## src/rtl/gray_accum_pkg.sv

```systemverilog
// gray_accum_pkg: shared types and helpers for the Gray-code accumulator.
//   accum_state_e : controller state encoding (IDLE, ACCUM, DONE)
//   CNT_W         : width of the beat counter and out_count
//   bin2gray      : binary-to-Gray conversion; callers cast the result to their width
package gray_accum_pkg;

  typedef enum logic [1:0] {
    IDLE  = 2'd0,
    ACCUM = 2'd1,
    DONE  = 2'd2
  } accum_state_e;

  localparam int CNT_W = 8;

  function automatic logic [31:0] bin2gray(input logic [31:0] b);
    return b ^ (b >> 1);
  endfunction

endpackage

```

## src/rtl/gray_accum_if.sv

```systemverilog
// gray_accum_if: input and output handshakes of gray_accum.
//   in_valid/in_ready/in_gray : Gray-coded sums from the upstream adder
//   flush                     : single-cycle pulse closing the current result early
//   out_valid/out_ready       : result handshake
//   out_gray/out_count/out_ovf: Gray-coded total, beat count, overflow flag
// Modports: master = producer/consumer side, slave = accumulator side.
interface gray_accum_if
  import gray_accum_pkg::*;
#(
  parameter int IN_W  = 5,
  parameter int ACC_W = 8
);
  logic             in_valid;
  logic             in_ready;
  logic [IN_W-1:0]  in_gray;
  logic             flush;
  logic             out_valid;
  logic             out_ready;
  logic [ACC_W-1:0] out_gray;
  logic [CNT_W-1:0] out_count;
  logic             out_ovf;

  modport master (
    output in_valid, in_gray, flush, out_ready,
    input  in_ready, out_valid, out_gray, out_count, out_ovf
  );

  modport slave (
    input  in_valid, in_gray, flush, out_ready,
    output in_ready, out_valid, out_gray, out_count, out_ovf
  );
endinterface

```

## src/rtl/gray_accum_gray_to_bin.sv

```systemverilog
// gray_to_bin_n: combinational Gray-to-binary converter of width W.
//   gray : Gray-coded input
//   bin  : binary output; bit i is the XOR of gray[W-1:i]
module gray_to_bin_n #(
  parameter int W = 5
) (
  input  logic [W-1:0] gray,
  output logic [W-1:0] bin
);

  for (genvar i = 0; i < W; i++) begin : g_bit
    assign bin[i] = ^gray[W-1:i];
  end

endmodule

```

## src/rtl/gray_accum.sv

```systemverilog
// gray_accum: accumulates NUM_TERMS Gray-coded sums (fewer on flush) and
// presents the total in Gray code with a beat count and overflow flag.
//   clk   : rising-edge clock
//   rst_n : asynchronous active-low reset; discards any partial or pending result
//   bus   : gray_accum_if.slave carrying both handshakes, flush and result fields
// Build option GRAY_ACCUM_SAT_EN: saturate at 2^ACC_W-1 on overflow instead of wrapping.
module gray_accum
  import gray_accum_pkg::*;
#(
  parameter int IN_W      = 5,
  parameter int ACC_W     = 8,
  parameter int NUM_TERMS = 4
) (
  input logic          clk,
  input logic          rst_n,
  gray_accum_if.slave  bus
);

  accum_state_e     state, state_nxt;
  logic [ACC_W-1:0] acc, acc_nxt;
  logic [CNT_W-1:0] count, cnt_nxt;
  logic             ovf, ovf_nxt;
  logic             alive;
  logic             accept;
  logic [IN_W-1:0]  bin;
  logic [ACC_W:0]   sum;
  logic [ACC_W-1:0] og_q;
  logic [CNT_W-1:0] oc_q;
  logic             oo_q;

  // With saturation, an accumulator already at the maximum either stays there
  // (zero term) or carries again, so no separate hold flag is needed.
  function automatic logic [ACC_W-1:0] sat_or_wrap(input logic [ACC_W:0] s);
`ifdef GRAY_ACCUM_SAT_EN
    return s[ACC_W] ? {ACC_W{1'b1}} : s[ACC_W-1:0];
`else
    return s[ACC_W-1:0];
`endif
  endfunction

  gray_to_bin_n #(.W(IN_W)) u_g2b (
    .gray (bus.in_gray),
    .bin  (bin)
  );

  assign accept = bus.in_valid && bus.in_ready;
  assign sum    = {1'b0, acc} + {{(ACC_W + 1 - IN_W){1'b0}}, bin};

  // State register
  always_ff @(posedge clk or negedge rst_n) begin
    if (!rst_n) state <= IDLE;
    else        state <= state_nxt;
  end

  // Next-state and datapath update
  always_comb begin
    state_nxt = state;
    acc_nxt   = acc;
    cnt_nxt   = count;
    ovf_nxt   = ovf;
    case (state)
      IDLE, ACCUM: begin
        if (accept) begin
          acc_nxt = sat_or_wrap(sum);
          ovf_nxt = ovf | sum[ACC_W];
          cnt_nxt = count + 1'b1;
        end
        // Flush counts a same-cycle accept, so cnt_nxt is the deciding value.
        if (accept && (cnt_nxt == CNT_W'(NUM_TERMS))) state_nxt = DONE;
        else if (bus.flush && (cnt_nxt != '0))        state_nxt = DONE;
        else if (accept)                              state_nxt = ACCUM;
      end
      DONE: begin
        if (bus.out_ready) begin
          state_nxt = IDLE;
          acc_nxt   = '0;
          cnt_nxt   = '0;
          ovf_nxt   = 1'b0;
        end
      end
      default: state_nxt = IDLE;
    endcase
  end

  // Outputs derived from state; alive keeps in_ready low until the first edge after reset
  always_comb begin
    bus.in_ready  = alive && (state != DONE);
    bus.out_valid = (state == DONE);
  end

  // Accumulator and registered result fields
  always_ff @(posedge clk or negedge rst_n) begin
    if (!rst_n) begin
      acc   <= '0;
      count <= '0;
      ovf   <= 1'b0;
      alive <= 1'b0;
      og_q  <= '0;
      oc_q  <= '0;
      oo_q  <= 1'b0;
    end else begin
      acc   <= acc_nxt;
      count <= cnt_nxt;
      ovf   <= ovf_nxt;
      alive <= 1'b1;
      if ((state != DONE) && (state_nxt == DONE)) begin
        og_q <= ACC_W'(bin2gray(32'(acc_nxt)));
        oc_q <= cnt_nxt;
        oo_q <= ovf_nxt;
      end else if ((state == DONE) && (state_nxt != DONE)) begin
        og_q <= '0;
        oc_q <= '0;
        oo_q <= 1'b0;
      end
    end
  end

  assign bus.out_gray  = og_q;
  assign bus.out_count = oc_q;
  assign bus.out_ovf   = oo_q;

endmodule

```

## src/flat_wrapper.sv

```systemverilog
// flat-port wrapper written by rule: the top's interface ports become plain ports
module gray_accum_flat import gray_accum_pkg::*;
#(
  parameter int IN_W      = 5,
  parameter int ACC_W     = 8,
  parameter int NUM_TERMS = 4
)
  (clk, rst_n, bus_in_valid, bus_in_gray, bus_flush, bus_out_ready, bus_in_ready, bus_out_valid, bus_out_gray, bus_out_count, bus_out_ovf);
  gray_accum_if #(.IN_W(IN_W), .ACC_W(ACC_W)) bus_i ();
  input logic clk;
  input logic rst_n;
  input wire logic [$bits(bus_i.in_valid)-1:0] bus_in_valid;
  input wire logic [$bits(bus_i.in_gray)-1:0] bus_in_gray;
  input wire logic [$bits(bus_i.flush)-1:0] bus_flush;
  input wire logic [$bits(bus_i.out_ready)-1:0] bus_out_ready;
  output wire logic [$bits(bus_i.in_ready)-1:0] bus_in_ready;
  output wire logic [$bits(bus_i.out_valid)-1:0] bus_out_valid;
  output wire logic [$bits(bus_i.out_gray)-1:0] bus_out_gray;
  output wire logic [$bits(bus_i.out_count)-1:0] bus_out_count;
  output wire logic [$bits(bus_i.out_ovf)-1:0] bus_out_ovf;
  assign bus_i.in_valid = bus_in_valid;
  assign bus_i.in_gray = bus_in_gray;
  assign bus_i.flush = bus_flush;
  assign bus_i.out_ready = bus_out_ready;
  assign bus_in_ready = bus_i.in_ready;
  assign bus_out_valid = bus_i.out_valid;
  assign bus_out_gray = bus_i.out_gray;
  assign bus_out_count = bus_i.out_count;
  assign bus_out_ovf = bus_i.out_ovf;
  gray_accum #(.IN_W(IN_W), .ACC_W(ACC_W), .NUM_TERMS(NUM_TERMS)) u_core (.clk(clk), .rst_n(rst_n), .bus(bus_i));
endmodule
```

## config.mk

```make
export PLATFORM = sky130hd
export DESIGN_NAME = gray_accum_flat
export DESIGN_NICKNAME = d
export VERILOG_FILES = /design/src/rtl/gray_accum_pkg.sv /design/src/rtl/gray_accum_if.sv /design/src/rtl/gray_accum_gray_to_bin.sv /design/src/rtl/gray_accum.sv /design/src/flat_wrapper.sv
export SDC_FILE = /design/constraint.sdc
export NUM_CORES = 1
export LEC_CHECK = 0
export BUFFER_PORTS_ARGS = -buffer_cell sky130_fd_sc_hd__buf_2
export CAP_MARGIN = 20
export CORE_ASPECT_RATIO = 1.75
export CORE_MARGIN = 3
export CORE_UTILIZATION = 55
export CTS_CLUSTER_DIAMETER = 50
export DETAILED_ROUTE_END_ITERATION = 10
export GPL_ROUTABILITY_DRIVEN = 0
export PLACE_DENSITY_LB_ADDON = 0.08
export REMOVE_ABC_BUFFERS = 1
export SYNTH_ARGS = -nofsm -noshare
export SYNTH_HDL_FRONTEND = slang
export SYNTH_SLANG_ARGS = --single-unit
```

## constraint.sdc

```tcl
create_clock -name clk -period 5.5 [get_ports clk]
set_input_delay 0.55 -clock clk [delete_from_list [all_inputs] [get_ports clk]]
set_output_delay 0.55 -clock clk [all_outputs]
set_load 0.01 [all_outputs]
```

Word-level counts from Yosys, hierarchy flattened
Index checks and enable logic that the tools add are counted.
W data, S select, Z words.
{ "totals": {"register_bits": 37, "inputBits": 10, "out_inout_bits": 19, "elab_cells": 52} }
{ "classes": {"addsub": 2, "eq_ne": 6, "mux": 20, "bitwise_logic": 2, "n_reduce_logical": 14} }
{ "ops": {"columns": ["op", "n"], "rows": [
  ["$mux W8", 8],
  ["$pmux W8 S2", 2],
  ["$add A8 B5 Y9", 1],
  ["$add A8 B1 Y8 const B", 1],
  ["$eq A8 B3 Y1 const B", 1],
  ["$mux W2", 4],
  ["$reduce_bool A8 Y1", 1],
  ["$xor A8 B7 Y8", 1],
  ["$logic_and A1 B1 Y1", 6],
  ["$reduce_xor A5 Y1", 1],
  ["$eq A2 B2 Y1 const B", 2],
  ["$mux W1", 4],
  ["$ne A2 B2 Y1 const B", 2],
  ["$pmux W2 S2", 1],
  ["$reduce_xor A4 Y1", 1],
  ["$reduce_xor A3 Y1", 1],
  ["$eq A2 B1 Y1 const B", 1],
  ["$logic_not A2 Y1", 1],
  ["$pmux W1 S2", 1],
  ["$reduce_bool A2 Y1", 1],
  ["$reduce_or A2 Y1", 1],
  ["$reduce_xor A2 Y1", 1],
  ["$or A1 B1 Y1", 1]
]} }

Logic depth before layout (Yosys ltp)
Gate-level depths: netlist of the first run.
{ "depth": {"depth_word": 14, "ltp_mapped": 14, "mapped_depth_nobuf": 12} }

Cells and area by module
From an unflattened synthesis of the first run, not the netlist that was laid out.
{ "hier_totals": {"cells_unflattened": 199, "hier_area_um2": 2110.8} }
{ "by_module_without_submodules": {"columns": ["mod", "instances", "cells_each", "area_each_um2", "seq_area_each_um2"], "rows": [
  ["gray_accum", 1, 193, 2038.2, 925.9],
  ["gray_to_bin_n", 1, 6, 72.6, 0.0]
]} }

Worst setup path before layout of the first run
No wires, ideal clock.
{ "synth_path": {"kind": "input port to flip-flop", "from": "input port bus_in_gray[3]", "to": "register u_core.oo_q, in the netlist u_core.bus.out_ovf", "setup_ns": 0.121, "arrival_time_ns": 2.942, "required_time_ns": 5.379, "slack_ns": 2.437, "cell_stages": 11, "path_buffers": 0, "cell_sequence": "xor2_1 -> xnor2_1 -> xnor2_1 -> xor2_1 -> ha_1 -> fa_1 -> a211oi_1 -> nor3b_1 -> or2_2 -> a32o_1 -> a22o_1"} }
{ "synth_via": {"elab_chain_cells": 6, "word_cells_on_any_way": 9, "classes_between": "add/sub: 1; mux: 3; bitwise: 1; reduce/logical: 4"} }
{ "synth_lines": {"columns": ["item", "line", "source"], "rows": [
  ["start: declaration", "flat_wrapper.sv:13", "input wire logic [$bits(bus_i.in_gray)-1:0] bus_in_gray;"],
  ["$reduce_xor A5 Y1 (tied with other cells)", "gray_accum_gray_to_bin.sv:12", "assign bin[i] = ^gray[W-1:i];"],
  ["$add A8 B5 Y9 *", "gray_accum.sv:47", "assign sum = {1'b0, acc} + {{(ACC_W + 1 - IN_W){1'b0}}, bin};"],
  ["$or A1 B1 Y1 *", "gray_accum.sv:65", "ovf_nxt = ovf | sum[ACC_W];"],
  ["$mux W1 *", "gray_accum.sv:63", "if (accept) begin"],
  ["$pmux W1 S2 *", "gray_accum.sv:61", "case (state)"],
  ["net u_core.ovf_nxt", "gray_accum.sv:22", "logic ovf, ovf_nxt;"],
  ["$mux W1 *", "gray_accum.sv:106", "if ((state != DONE) && (state_nxt == DONE)) begin"],
  ["end signal: assignment", "gray_accum.sv:109", "oo_q <= ovf_nxt;"],
  ["end: declaration", "gray_accum.sv:29", "logic oo_q;"]
]} }
Mark *: on every way through the listed nets, which the timed path passes. The rest lies on a longest branch.
A chain may end at the register's enable or synchronous reset.

Final worst setup path of the first run
{ "layout_path": {"from": "register u_core.state[1]", "to": "register u_core.oc_q[1], in the netlist u_core.bus.out_count[1]"} }
{ "layout_via": {"elab_chain_cells": 13, "word_cells_on_any_way": 25, "classes_between": "eq/ne: 6; mux: 9; reduce/logical: 10"} }
{ "layout_lines": {"columns": ["item", "line", "source"], "rows": [
  ["start: declaration", "gray_accum.sv:19", "accum_state_e state, state_nxt;"],
  ["start signal: assignment", "gray_accum.sv:52", "else state <= state_nxt;"],
  ["$ne A2 B2 Y1", "gray_accum.sv:87, gray_accum.sv:106", null],
  ["$logic_and A1 B1 Y1", "gray_accum.sv:87", "bus.in_ready = alive && (state != DONE);"],
  ["$logic_and A1 B1 Y1", "gray_accum.sv:46", "assign accept = bus.in_valid && bus.in_ready;"],
  ["$mux W8", "gray_accum.sv:63", null],
  ["$mux W8", "gray_accum.sv:61", null],
  ["$reduce_bool A8 Y1", "gray_accum.sv:70", "else if (bus.flush && (cnt_nxt != '0)) state_nxt = DONE;"],
  ["$logic_and A1 B1 Y1", "gray_accum.sv:70", null],
  ["$mux W2", "gray_accum.sv:70", null],
  ["$mux W2", "gray_accum.sv:69", "if (accept && (cnt_nxt == CNT_W'(NUM_TERMS))) state_nxt = DONE;"],
  ["$pmux W2 S2", "gray_accum.sv:61", null],
  ["$eq A2 B2 Y1 / $ne A2 B2 Y1 (equally long branches)", "gray_accum.sv:106, gray_accum.sv:110", null],
  ["$logic_and A1 B1 Y1 (on tied branches)", "gray_accum.sv:106, gray_accum.sv:110", null],
  ["$mux W8 / $reduce_bool A2 Y1 (equally long branches)", null, null],
  ["end signal: assignment", "gray_accum.sv:108", "oc_q <= cnt_nxt;"],
  ["end: declaration", "gray_accum.sv:28", "logic [CNT_W-1:0] oc_q;"]
]} }
Several ways; a longest one is shown, not always the timed one. The select of a mux whose other input is x is not followed.

==> out/results.tsv, run 1 <==
metric	value	unit
power	1.228	mW
cts.root.buffer_cell	clkbuf_8	
drt-initial-drc-count	57	
reg2regPathDepth	10	
synth_compound_area_share	20.86	%
yosys.area_share.adder	5.068	%
drv_slew	0	
antenna_found_initial	0	
yosysTopAreaCell	dfrtp_1	
start_util	57.94	%
comb_power_share	47.1	%
rr_endpoint	u_core.bus.out_count[1]	
cts.clk_slew.worst_paths	0.08	ns
synthArstFlopShare	100.0	%
multi_input_area	1122	um^2
grt_busiest_layer	met2	
finalSetupViolCount	0	
synth_xor_area_share	9.900	%
io_buffers	28	
fin_nets	244	
final_core_util	65.38	%
fillers	294	
r2r_start	u_core.state[1]	
h-tree-depth	2	
syn_inst	200	
grt_usage	24.17	%
gr-total-overflow	0	
ys_seq_area_share	43.61	%
tns	0	ns
wl_per_cell	18.27	um
antenna_cells	0	
max_freq	237.0	MHz
ys_ff_latch	37	
min_period	4.219	ns
layout-drive-gt1-share	22.03	%
clockBufferDepth	2	
die_w	52.97	um
yosys.area_share.simple	14.50	%
fin_crit_sh	76.70	%
cts_resized	0	
synth_mux_area_share	2.357	%
regArea	925.9	um^2
maxCapViolCount	0	
synth_edf_count	0	
vias	1671	
core	3665	um^2
rrSetupSlack	1.28	ns
ant_nets	0	
pwr-share-clk	19.1	%
hold_path_class	in2async	
arrival	4.44	ns
critPathLaunchType	register	
synth_top_family_by_area	compound AO/OA/AOI/OAI gates	
yosysUniqueCellTypes	58	
required	5.72	ns
slew_headroom	31.48	%
clk_latency	0.28	ns
cts_setup_buffers	0	
drt-vias-per-instance	6.121	
io_pins	29	
synth_area_leaders	dfrtp_1 (44%), a22o_1 (7.4%), xnor2_1 (5.4%)	
drtPass1Iterations	4	
cts_tree	yes	
cpPeakStageDelay	0.82	ns
status	complete, no violations	
drc	0	
worstSetupPathType	reg2reg	
rsz0062_at_grt	false	
path_max_fanout	26	
worstSetupEndpointType	register	
grt_pass1_vias	1619	
p_leak	1.116	nW
grt_max_degree	38	
grt_use_met1	26.45	%
hold_viol	0	
die_area	4672	um^2
crit_slowest_cell	nor2_1	
timing.critical_path.cells	nand2_2, clkinv_4, nor2_2, nor4bb_1, o211ai_1, a31o_1, o31a_1, ha_1, nor2_1, a22o_1	
syn_avg_cell_area	10.62	um^2
drt_wl_total	4987	um
power.density	512.6	nW/um^2
clkSinkCount	37	
cts_buffers	5	
skew	0.005222	ns
p_sw_share	42.51	%
rows	29	
grt_pass1_wl	8038	um
post-dp-hpwl	3802	um
syn_area	2123	um^2
synth_top_cell_area_share	43.61	%
fp.dieH	88.20	um
postCtsHoldBufs	0	
vdd_drop_max	0.3328	mV
synth_ff_type	dfrtp_1	
p_seq_share	33.8	%
met3_usage	3.918	%
p_switching	0.5222	mW
use_met2	43.21	%
intPower	0.7061	mW
synthToLayoutAreaGrowth	12.85	%
tightest_slew	1.026	ns
yosysWarnings	0	
## metal layers
metal / routed length (um) / up-vias
met2: 2811 / 56
li1: - / 785
met5: 0 / -
met3: 161 / 20
met1: 1800 / 810
met4: 214 / 0
## worst max-delay path: cells and delay by family, from the launching register on
kind,cells,cell delay [ns]
compound gates,4,0.95
simple gates,4,1.86
buf+inv,1,0.10
fa+ha+maj,1,0.53
flops,1,0.68
## state kept, by name (all words and copies together), names as in the netlist
signal and count:
u_core.bus.out_ovf 1, u_core.state 2, u_core.bus.out_gray 8, u_core.acc 8
u_core.alive 1, u_core.count 8, u_core.bus.out_count 8, u_core.ovf 1
## cell usage in the layout, fill, tap and decap left out, drive strengths merged, types with 4 or more instances in the layout
cell type,netlist,final
xor2,11,11
inv,7,7
a22o,18,18
dfrtp,37,37
o21ai,10,10
nor2,9,9
buf,4,28
mux2i,5,5
ha,7,7
clkbuf,5,5
xnor2,13,13
o211ai,4,4
nand2,21,21
## cells in the mapped netlist, drive strengths merged (2+ instances only)
cell type and count:
nand4 2, nor3 2, or3 2, xnor2 13
a32o 2, and3 2, buf 4, nand2b 2
nor4 2, nor2 9, o211ai 4, ha 7
nand3 3, a21oi 3, nand2 21, a221oi 2
mux2i 5, inv 7, a22o 18, clkbuf 5
o31ai 2, xor2 11, dfrtp 37, o21ai 10
o31a 2
## power groups by stage
stage                     clock, mW  combinational, mW  sequential [mW]
after floorplan                   0              0.421            0.406
after global placement            0              0.558            0.414
after detailed placement          0              0.581            0.419
after CTS                     0.240              0.583            0.414
after global routing          0.249              0.646            0.426
final                         0.235              0.579            0.415
## per-stage QoR
stage	hold slack [ns]	setup slack, ns	area (um^2)	std cells
6_report	0.3548	1.281	2396	273
3_3_place_gp	0.4821	1.525	2281	265
5_1_grt	0.4027	0.9515	2396	273
2_1_floorplan	0.2544	2.021	2083	191
3_5_place_dp	0.4655	1.310	2281	265
4_1_cts	0.3798	1.275	2396	273
## cells by family after synthesis
group / Yosys count
other cells: 1
compound gates: 54
buf+inv: 17
flops: 37
fa+ha+maj: 8
xor+xnor: 24
simple gates: 54
mux: 5
## cell type report
class	instances	area share, %
inverters	8	1.462
clock buffers	5	2.872
well taps	46	2.402
clock inverters	3	1.932
multi-input cells	146	46.84
repair buffers	28	5.849
flip-flops and latches	37	38.64
## worst max-delay path by stage
stage	cells past startpoint	start	slack, ns	end
6_report	10	u_core.state[1]	1.28	u_core.bus.out_count[1]
5_1_grt	10	u_core.state[1]	0.95	u_core.bus.out_gray[1]
4_1_cts	10	u_core.state[1]	1.28	u_core.bus.out_count[1]
3_5_place_dp	10	u_core.state[1]	1.31	u_core.bus.out_count[1]
3_3_place_gp	10	u_core.state[1]	1.53	u_core.bus.out_gray[4]
2_1_floorplan	10	u_core.state[1]	2.02	u_core.bus.out_gray[1]
Power figures use the tool's default switching activity.
==> run 2: changes to the inputs <==
CORE_UTILIZATION = 51   (was 55)
clock period = 3.7 ns   (was 5.5 ns; I/O delays follow)
==> out/results.tsv, run 2 (same netlist as run 1, synthesis figures left out) <==
metric	value	unit	change
grt_pass1_wl	7838	um	was 8038 um
critPathLaunchType	register		unchanged
arrival	3.45	ns	was 4.44 ns
antenna_cells	0		unchanged
cts.clk_slew.worst_paths	0.08	ns	about the same
rows	30		was 29
path_max_fanout	14		was 26
placed_cells	271		was 265
required	3.92	ns	was 5.72 ns
cpPeakStageDelay	0.55	ns	was 0.82 ns
die_w	54.78	um	was 52.97 um
postCtsHoldBufs	0		unchanged
fin_cells	279		was 273
cp_num_buf_inv	3		was 1
finalSetupViolCount	0		unchanged
final_area	2400	um^2	was 2396 um^2
timing.critical_path.cells	inv_2, nand2_2, clkinv_4, nor2_2, nor4bb_1, o211ai_1, a221oi_2, o31a_1, ha_1, nor2_1, buf_4, a22o_1		was nand2_2, clkinv_4, nor2_2, nor4bb_1, o211ai_1, a31o_1, o31a_1, ha_1, nor2_1, a22o_1
wl_per_cell	16.79	um	was 18.27 um
p_leak	1.126	nW	was 1.116 nW
drt_wl_total	4685	um	was 4987 um
placed_cell_area	2313	um^2	was 2281 um^2
cts_buffers	5		unchanged
power.density	739.7	nW/um^2	was 512.6 nW/um^2
layout-drive-gt1-share	23.38	%	was 22.03%
drv_slew	0		unchanged
status	complete, no violations		unchanged
core	3941	um^2	was 3665 um^2
fillers	361		was 294
io_pins	29		unchanged
fp.dieH	91.36	um	was 88.20 um
drc	0		unchanged
vdd_drop_max	0.5818	mV	was 0.3328 mV
max_freq	309.7	MHz	was 237.0 MHz
rr_endpoint	u_core.bus.out_gray[7]		was u_core.bus.out_count[1]
r2r_start	u_core.state[0]		was u_core.state[1]
final_core_util	60.89	%	was 65.38%
tns	0	ns	unchanged
hold_viol	0		unchanged
maxCapViolCount	0		unchanged
slew_headroom	44.72	%	was 31.48%
h-tree-depth	2		unchanged
drtPass1Iterations	4		unchanged
holdWs	0.1814	ns	was 0.3548 ns
ant_nets	0		unchanged
clkSinkCount	37		unchanged
post-dp-hpwl	3544	um	was 3802 um
min_period	3.229	ns	was 4.219 ns
antenna_found_initial	0		unchanged
skew	0.007802	ns	was 0.005222 ns
grt_max_degree	38		unchanged
start_util	53.87	%	was 57.94%
rsz0062_at_grt	false		unchanged
drt-initial-drc-count	39		was 57
final_common_cell	dfrtp_1		unchanged
fin_crit_sh	87.28	%	was 76.70%
die_area	5004	um^2	was 4672 um^2
gr-total-overflow	0		unchanged
cts_setup_buffers	0		unchanged
drt-vias-per-instance	6.004		was 6.121
clk_latency	0.29	ns	was 0.28 ns
layout_common_cells	dfrtp_1 (37), buf_2 (28), nand2_1 (19), a22o_1 (18), xnor2_1 (13)		unchanged
reg2regPathDepth	12		was 10
synthToLayoutAreaGrowth	13.02	%	was 12.85%
hold_path_class	in2async		unchanged
cts_tree	yes		unchanged
cts_resized	0		unchanged
clockBufferDepth	2		unchanged
crit_slowest_cell	nor2_2		was nor2_1
worstSetupEndpointType	register		unchanged
tightest_slew	0.8292	ns	was 1.026 ns
io_buffers	28		unchanged
rrSetupSlack	0.47	ns	was 1.28 ns
worstSetupPathType	reg2reg		unchanged
crit_family	simple AND/OR/NAND/NOR gates		unchanged
vias	1675		was 1,671
fin_nets	248		was 244
cts.root.buffer_cell	clkbuf_8		unchanged
grt_usage	20.89	%	was 24.17%
grt_pass1_vias	1712		was 1,619
## run 2: area by class of cell
cell class,count,area [um^2],share of cell area (%)
clock buffers,5,68.82,2.868
clock inverters,3,17.52,0.7299
inverters,8,35.03,1.460
multi-input cells,146,1122,46.77
flip-flops and latches,37,925.9,38.58
well taps,48,60.06,2.503
repair buffers,32,170.2,7.091
## run 2: per-layer routing
metal,wire (um),up-vias,GRT usage [%],part of all wire [%]
met2,2669,40,37.55,57
met4,81,0,7.484,1.7
met1,1808,836,23.17,39
li1,-,791,-,-
met3,126,8,2.956,2.7
met5,0,-,0,0
## run 2: worst max path at each step
stage / from / end / cells after the start
after floorplan: u_core.state[1] / u_core.bus.out_gray[1] / 10
after global placement: u_core.state[0] / u_core.bus.out_gray[7] / 12
after detailed placement: bus_in_gray[4] / u_core.bus.out_gray[6] / 13
after CTS: u_core.state[0] / u_core.bus.out_gray[7] / 12
after global routing: u_core.state[0] / u_core.bus.out_gray[7] / 12
final: u_core.state[0] / u_core.bus.out_gray[7] / 12
## run 2: power by group
group	internal, mW	switching [mW]	total (mW)
combinational	0.380	0.543	0.923
clock	0.130	0.144	0.274
sequential	0.498	0.0809	0.578
total	1.01	0.768	1.78
## run 2: through the flow
stage	power, mW	setup WS, ns
CTS	1.795	0.4555
detailed placement	1.515	0.4656
finish	1.775	0.4706
global placement	1.485	0.5642
global route	1.919	0.2427
floorplan	1.230	0.2207
